<file path="src/rtl/pzcorebus_response_burst_buffer.sv">
// Response-beat circular buffer for pzcorebus, cut-through or store-and-forward.
// Latency: one cycle from push to output. Backpressure: accept drops when full or clearing; no full bypass.
module pzcorebus_response_burst_buffer #(
    parameter int ID_WIDTH          = 8,
    parameter int DATA_WIDTH        = 64,
    parameter int RESPONSE_WIDTH    = 2,
    parameter int DEPTH             = 8,
    parameter int STORE_AND_FORWARD = 0,
    parameter int COUNT_WIDTH       = $clog2(DEPTH + 1)
) (
    input  logic                      i_clk,
    input  logic                      i_rst_n,
    input  logic                      i_clear,
    input  logic                      i_sresp_valid,
    output logic                      o_mresp_accept,
    input  logic [RESPONSE_WIDTH-1:0] i_sresp,
    input  logic [ID_WIDTH-1:0]       i_sid,
    input  logic                      i_serror,
    input  logic [DATA_WIDTH-1:0]     i_sdata,
    input  logic                      i_sresp_last,
    output logic                      o_sresp_valid,
    input  logic                      i_mresp_accept,
    output logic [RESPONSE_WIDTH-1:0] o_sresp,
    output logic [ID_WIDTH-1:0]       o_sid,
    output logic                      o_serror,
    output logic [DATA_WIDTH-1:0]     o_sdata,
    output logic                      o_sresp_last,
    output logic [COUNT_WIDTH-1:0]    o_word_count,
    output logic [COUNT_WIDTH-1:0]    o_burst_count,
    output logic                      o_empty,
    output logic                      o_full,
    output logic                      o_stall_error
);

    localparam int PTR_WIDTH = (DEPTH > 1) ? $clog2(DEPTH) : 1;

    typedef struct packed {
        logic [RESPONSE_WIDTH-1:0] sresp;
        logic [ID_WIDTH-1:0]       sid;
        logic                      serror;
        logic [DATA_WIDTH-1:0]     sdata;
        logic                      last;
    } beat_t;

    beat_t                  mem_q [DEPTH];
    logic [PTR_WIDTH-1:0]   wr_ptr_q, wr_ptr_d;
    logic [PTR_WIDTH-1:0]   rd_ptr_q, rd_ptr_d;
    logic [COUNT_WIDTH-1:0] word_count_q, word_count_d;
    logic [COUNT_WIDTH-1:0] burst_count_q, burst_count_d;
    logic                   stall_error_q, stall_error_d;
    logic                   push, pop, push_last, pop_last;
    logic                   empty, full;
    beat_t                  wr_beat, rd_beat;

    function automatic logic [PTR_WIDTH-1:0] next_ptr(input logic [PTR_WIDTH-1:0] p);
        return (p == PTR_WIDTH'(DEPTH - 1)) ? '0 : p + 1'b1;
    endfunction

    assign empty          = (word_count_q == '0);
    assign full           = (word_count_q == COUNT_WIDTH'(DEPTH));
    assign o_mresp_accept = !full && !i_clear;
    assign o_sresp_valid  = !empty && ((STORE_AND_FORWARD == 0) || (burst_count_q != '0));

    assign push      = i_sresp_valid && o_mresp_accept;
    assign pop       = o_sresp_valid && i_mresp_accept;
    assign rd_beat   = mem_q[rd_ptr_q];
    assign push_last = push && i_sresp_last;
    assign pop_last  = pop && rd_beat.last;
    assign wr_beat   = '{sresp: i_sresp, sid: i_sid, serror: i_serror, sdata: i_sdata, last: i_sresp_last};

    assign o_sresp       = rd_beat.sresp;
    assign o_sid         = rd_beat.sid;
    assign o_serror      = rd_beat.serror;
    assign o_sdata       = rd_beat.sdata;
    assign o_sresp_last  = rd_beat.last;
    assign o_word_count  = word_count_q;
    assign o_burst_count = burst_count_q;
    assign o_empty       = empty;
    assign o_full        = full;
    assign o_stall_error = stall_error_q;

    always_comb begin
        wr_ptr_d      = wr_ptr_q;
        rd_ptr_d      = rd_ptr_q;
        word_count_d  = word_count_q;
        burst_count_d = burst_count_q;
        stall_error_d = stall_error_q;
        if (i_clear) begin
            // A pop handshake seen downstream during the clear is discarded with everything else.
            wr_ptr_d      = '0;
            rd_ptr_d      = '0;
            word_count_d  = '0;
            burst_count_d = '0;
            stall_error_d = 1'b0;
        end else begin
            if (push) wr_ptr_d = next_ptr(wr_ptr_q);
            if (pop)  rd_ptr_d = next_ptr(rd_ptr_q);
            if (push && !pop) word_count_d = word_count_q + 1'b1;
            if (pop && !push) word_count_d = word_count_q - 1'b1;
            if (push_last && !pop_last) burst_count_d = burst_count_q + 1'b1;
            if (pop_last && !push_last) burst_count_d = burst_count_q - 1'b1;
            // Full with no complete burst can never drain in store-and-forward.
            if ((STORE_AND_FORWARD != 0) && full && (burst_count_q == '0)) stall_error_d = 1'b1;
        end
    end

    always_ff @(posedge i_clk or negedge i_rst_n) begin
        if (!i_rst_n) begin
            wr_ptr_q      <= '0;
            rd_ptr_q      <= '0;
            word_count_q  <= '0;
            burst_count_q <= '0;
            stall_error_q <= 1'b0;
        end else begin
            wr_ptr_q      <= wr_ptr_d;
            rd_ptr_q      <= rd_ptr_d;
            word_count_q  <= word_count_d;
            burst_count_q <= burst_count_d;
            stall_error_q <= stall_error_d;
        end
    end

    always_ff @(posedge i_clk) begin
        if (push) mem_q[wr_ptr_q] <= wr_beat;
    end

    word_count_no_wrap: assert property (@(posedge i_clk) disable iff (!i_rst_n)
        !(push && !pop && full) && !(pop && !push && empty));
    burst_count_no_wrap: assert property (@(posedge i_clk) disable iff (!i_rst_n)
        !(push_last && !pop_last && (burst_count_q == COUNT_WIDTH'(DEPTH))) &&
        !(pop_last && !push_last && (burst_count_q == '0)));

endmodule

</file>
<file path="config.mk">
export PLATFORM = sky130hd
export DESIGN_NAME = pzcorebus_response_burst_buffer
export DESIGN_NICKNAME = d
export VERILOG_FILES = /design/src/rtl/pzcorebus_response_burst_buffer.sv
export SDC_FILE = /design/constraint.sdc
export NUM_CORES = 1
export LEC_CHECK = 0
export ABC_AREA = 1
export ABC_CLOCK_PERIOD_IN_PS = 4200
export BUFFER_PORTS_ARGS = -buffer_cell sky130_fd_sc_hd__buf_2
export CAP_MARGIN = 20
export CORE_MARGIN = 8
export CORE_UTILIZATION = 54
export CTS_CLUSTER_SIZE = 10
export DETAILED_ROUTE_END_ITERATION = 10
export PLACE_DENSITY = 0.77
export SETUP_SLACK_MARGIN = 0.1
export SYNTH_ARGS = -nofsm -noshare
export SYNTH_HDL_FRONTEND = slang
export SYNTH_SLANG_ARGS = --single-unit
</file>
<file path="constraint.sdc">
create_clock -name i_clk -period 4.2 [get_ports i_clk]
set_clock_uncertainty 0.05 [all_clocks]
set_input_delay 1.26 -clock i_clk [delete_from_list [all_inputs] [get_ports i_clk]]
set_output_delay 1.26 -clock i_clk [all_outputs]
set_load 0.01 [all_outputs]
</file>
==> results.toml <==
[sta]
fin_tns_setup_ns = 0
slew_headroom_pct = 56.6
fmax_ghz = 0.249
finalSetupViolations = 0
fin_crit_ns = 4.02
finalHoldViolations = 0
finalCritPeriodShare_pct = 95.6
grt_setup_unrepaired = "false"
slew_violations = 0
max_slew.worst_pin.slew_ns = 0.651

[floorplanning]
start_util_pct = 54.3
die-area_sq_um = 52400
io_pins = 170
num_rows = 78
dieWidth_microns = 229
core_area_sq_um = 45100
die_h_microns = 229

[critical_path]
cpPeakStageDelay_ns = 0.66
r2r_cells = 14
ff2ff_setup_slack_ns = 1.62
crit_slowest_cell = "dfrtp_4"
cp.buffers_inverters = 2
crit_family = "buffers and inverters"
critical_path_cell_count = 6
path_cells = "buf_4 -> o21ai_0 -> o22ai_1 -> nor2_1 -> a31oi_1 -> buf_2"
cp.required_ns = 2.89
cp-start-kind = "register"
timing.rr.start = "rd_ptr_q[2]$_DFFE_PN0P_"
crit_path_max_fanout = 39
path_class = "register to primary output"
arrival_ns = 2.71
worst_setup_path_end_kind = "primary output"
crit_start = "rd_ptr_q[1]$_DFFE_PN0P_"
reg2reg_to = "o_burst_count[3]$_DFFE_PN0P_"

[layout]
fin_cells = 2639
area_growth_pct = 14.6
nets = 2102
drive_above_1_share_pct = 16.1
fin_util_pct = 62.3

[logic_synthesis]
synth_fp_nets = 1938
yosysTopAreaCell = "edfxtp_1"
netlist_area_sq_um = 24500
yosysSeqAreaShare_pct = 75.9
synth_top_area_share_pct = 74.5
yosysWarnings = 0
synth.area.top_cells = "edfxtp_1 (75%), nor2_1 (8.2%), o21ai_0 (6.2%)"
synth.distinct_cells = 33
syn_inst = 1848
synth-seq-cells = 622
syn-mean-instance-area_sq_um = 13.3

[detailed_routing]
wl_per_cell_microns = 20.3
via_per_inst = 5.77
drt-total-wl_mm = 53.5
vias = 15229
drcViolationCount = 0
first_pass_iters = 5
initialDrtViolationCount = 1506
postRouteAntennaNets = 0

[min_path]
min_from = "o_burst_count[2]$_DFFE_PN0P_"
hp-class = "register to register"
whs_path_depth = 2
hold_end = "o_burst_count[2]$_DFFE_PN0P_"

[status]
outcome = "finished, final reports clean"

[power]
combPwrFrac_pct = 22.9
p_int_w = 0.0116
vdd_ir_drop_max_mv = 0.412
clockPowerShare_pct = 33.3
switching_share_pct = 29.2
seqPwrFrac_pct = 43.8
powerDensity_nw_per_um2 = 584
p_switching_w = 0.00478
p_leak_nw = 9.65

[clock_network]
h-tree-depth = 3
clk_pin_slew_ns = 0.05
cts_root_buffer = "clkbuf_16"
cts_max_path_buffers = 3
post-cts-setup-buffers = 0
cts_sinks = 622
cts_buffers = 72
cts_resized = 0
cts_tree = "built"
cts_hold_buf = 0
clkLatencyLatePin_ns = 0.57

[placed_design]
gp_congestion = 0.752
hpwl_mm = 28.2
dp_cells = 2538
port-buffer-count = 168

[run]
maxCapViolCount = 0

[global_routing]
grt_start_max_net_pins = 134
antenna_found_initial = 10
grt_pass1_wl_mm = 82.8
grt_pass1_vias = 15149
overflow = 0
grt_usage_pct = 19.8
## cell usage after synthesis, drive strengths merged
cell type and number:
xnor2 1, o21ai 305, xor2 3, edfxtp 608, a211oi 1, a21oi 5, fa 2, ha 7
a31oi 75, nor2 538, a21o 1, inv 26, buf 60, conb 1, clkbuf 57, nand2 51
o22ai 78, dfrtp 14, nand3 15
## per-stage QoR
stage	total power [W]	cell area (sq um)	hold WS, ns	setup slack, ns
after floorplan	0.00981	24500	0.487	-1.17
after global placement	0.0110	26000	0.444	0.894
after detailed placement	0.0111	26000	0.447	0.842
after CTS	0.0165	28100	0.464	0.213
after global routing	0.0171	28100	0.501	0.115
final	0.0164	28100	0.463	0.184
## logic make-up after synthesis
group | count (synthesis) | synth area share [%]
AO/OA/AOI/OAI | 465 | 10.3
adder cells (fa/ha/maj) | 9 | 0.521
AND/OR/NAND/NOR | 604 | 9.80
other | 1 | 0.0153
XOR/XNOR | 4 | 0.143
buffers and inverters | 143 | 3.23
flip-flops | 622 | 75.9
## worst max path at each step
stage / endpoint / slack (ns)
after floorplan: mem_q[1][0]$_DFFE_PP_ / -1.17
after CTS: o_sdata[57] / 0.21
after global routing: o_sdata[54] / 0.11
after global placement: o_sdata[3] / 0.89
final: o_sdata[62] / 0.18
after detailed placement: o_sdata[57] / 0.84
## worst register-to-register path, cell delays in order (launching register included)
cell	delay [ns]
dfrtp_1	0.43
inv_4	0.40
buf_12	0.31
nand3_2	0.17
nand3_4	0.13
nor2_4	0.06
ha_1	0.32
a21oi_1	0.19
nand3_1	0.09
nand2_1	0.09
inv_1	0.04
nand2_1	0.05
nand2_1	0.04
nand2_1	0.05
nand2_1	0.04
## per-layer routing
metal / wire length (microns) / part of all wire (%) / vias to the layer above / track usage, %
met5: 57 / 0.11 / - / 0
met3: 3680 / 6.9 / 81 / 3.78
met2: 26800 / 50 / 563 / 33.9
li1: - / - / 7047 / -
met1: 21800 / 41 / 7528 / 25.1
met4: 1110 / 2.1 / 10 / 7.23
## layout by cell type (no fill, tap or decap), drive strengths merged
cell type,count
nand2,51
clkbuf,95
a211oi,1
ha,7
dfrtp,14
xor2,3
fa,2
xnor2,1
a21o,1
o22ai,78
o21ai,305
conb,1
diode,4
a21oi,5
nor2,538
inv,28
buf,207
nand3,15
a31oi,75
edfxtp,608
## sequential cells by signal (all words and copies together), names as in the netlist
name,flops
mem_q,608
rd_ptr_q,3
o_burst_count,4
o_word_count,4
wr_ptr_q,3
## layout make-up
cell class	instances	area [sq um]
sequential	622	18600
fill	3306	17000
multi-input combinational	1083	5160
clock buffer	95	2000
timing repair buffer	207	1410
tap	600	751
inverter	26	110
clock inverter	2	17.5
antenna	4	10.0
## power by group through the flow
stage / sequential (W) / combinational [W] / clock [W]
after CTS: 0.00718 / 0.00381 / 0.00556
after detailed placement: 0.00730 / 0.00377 / 0
final: 0.00718 / 0.00376 / 0.00546
after global routing: 0.00719 / 0.00416 / 0.00578
after floorplan: 0.00727 / 0.00254 / 0
after global placement: 0.00729 / 0.00367 / 0
Power figures use the tool's default switching activity.
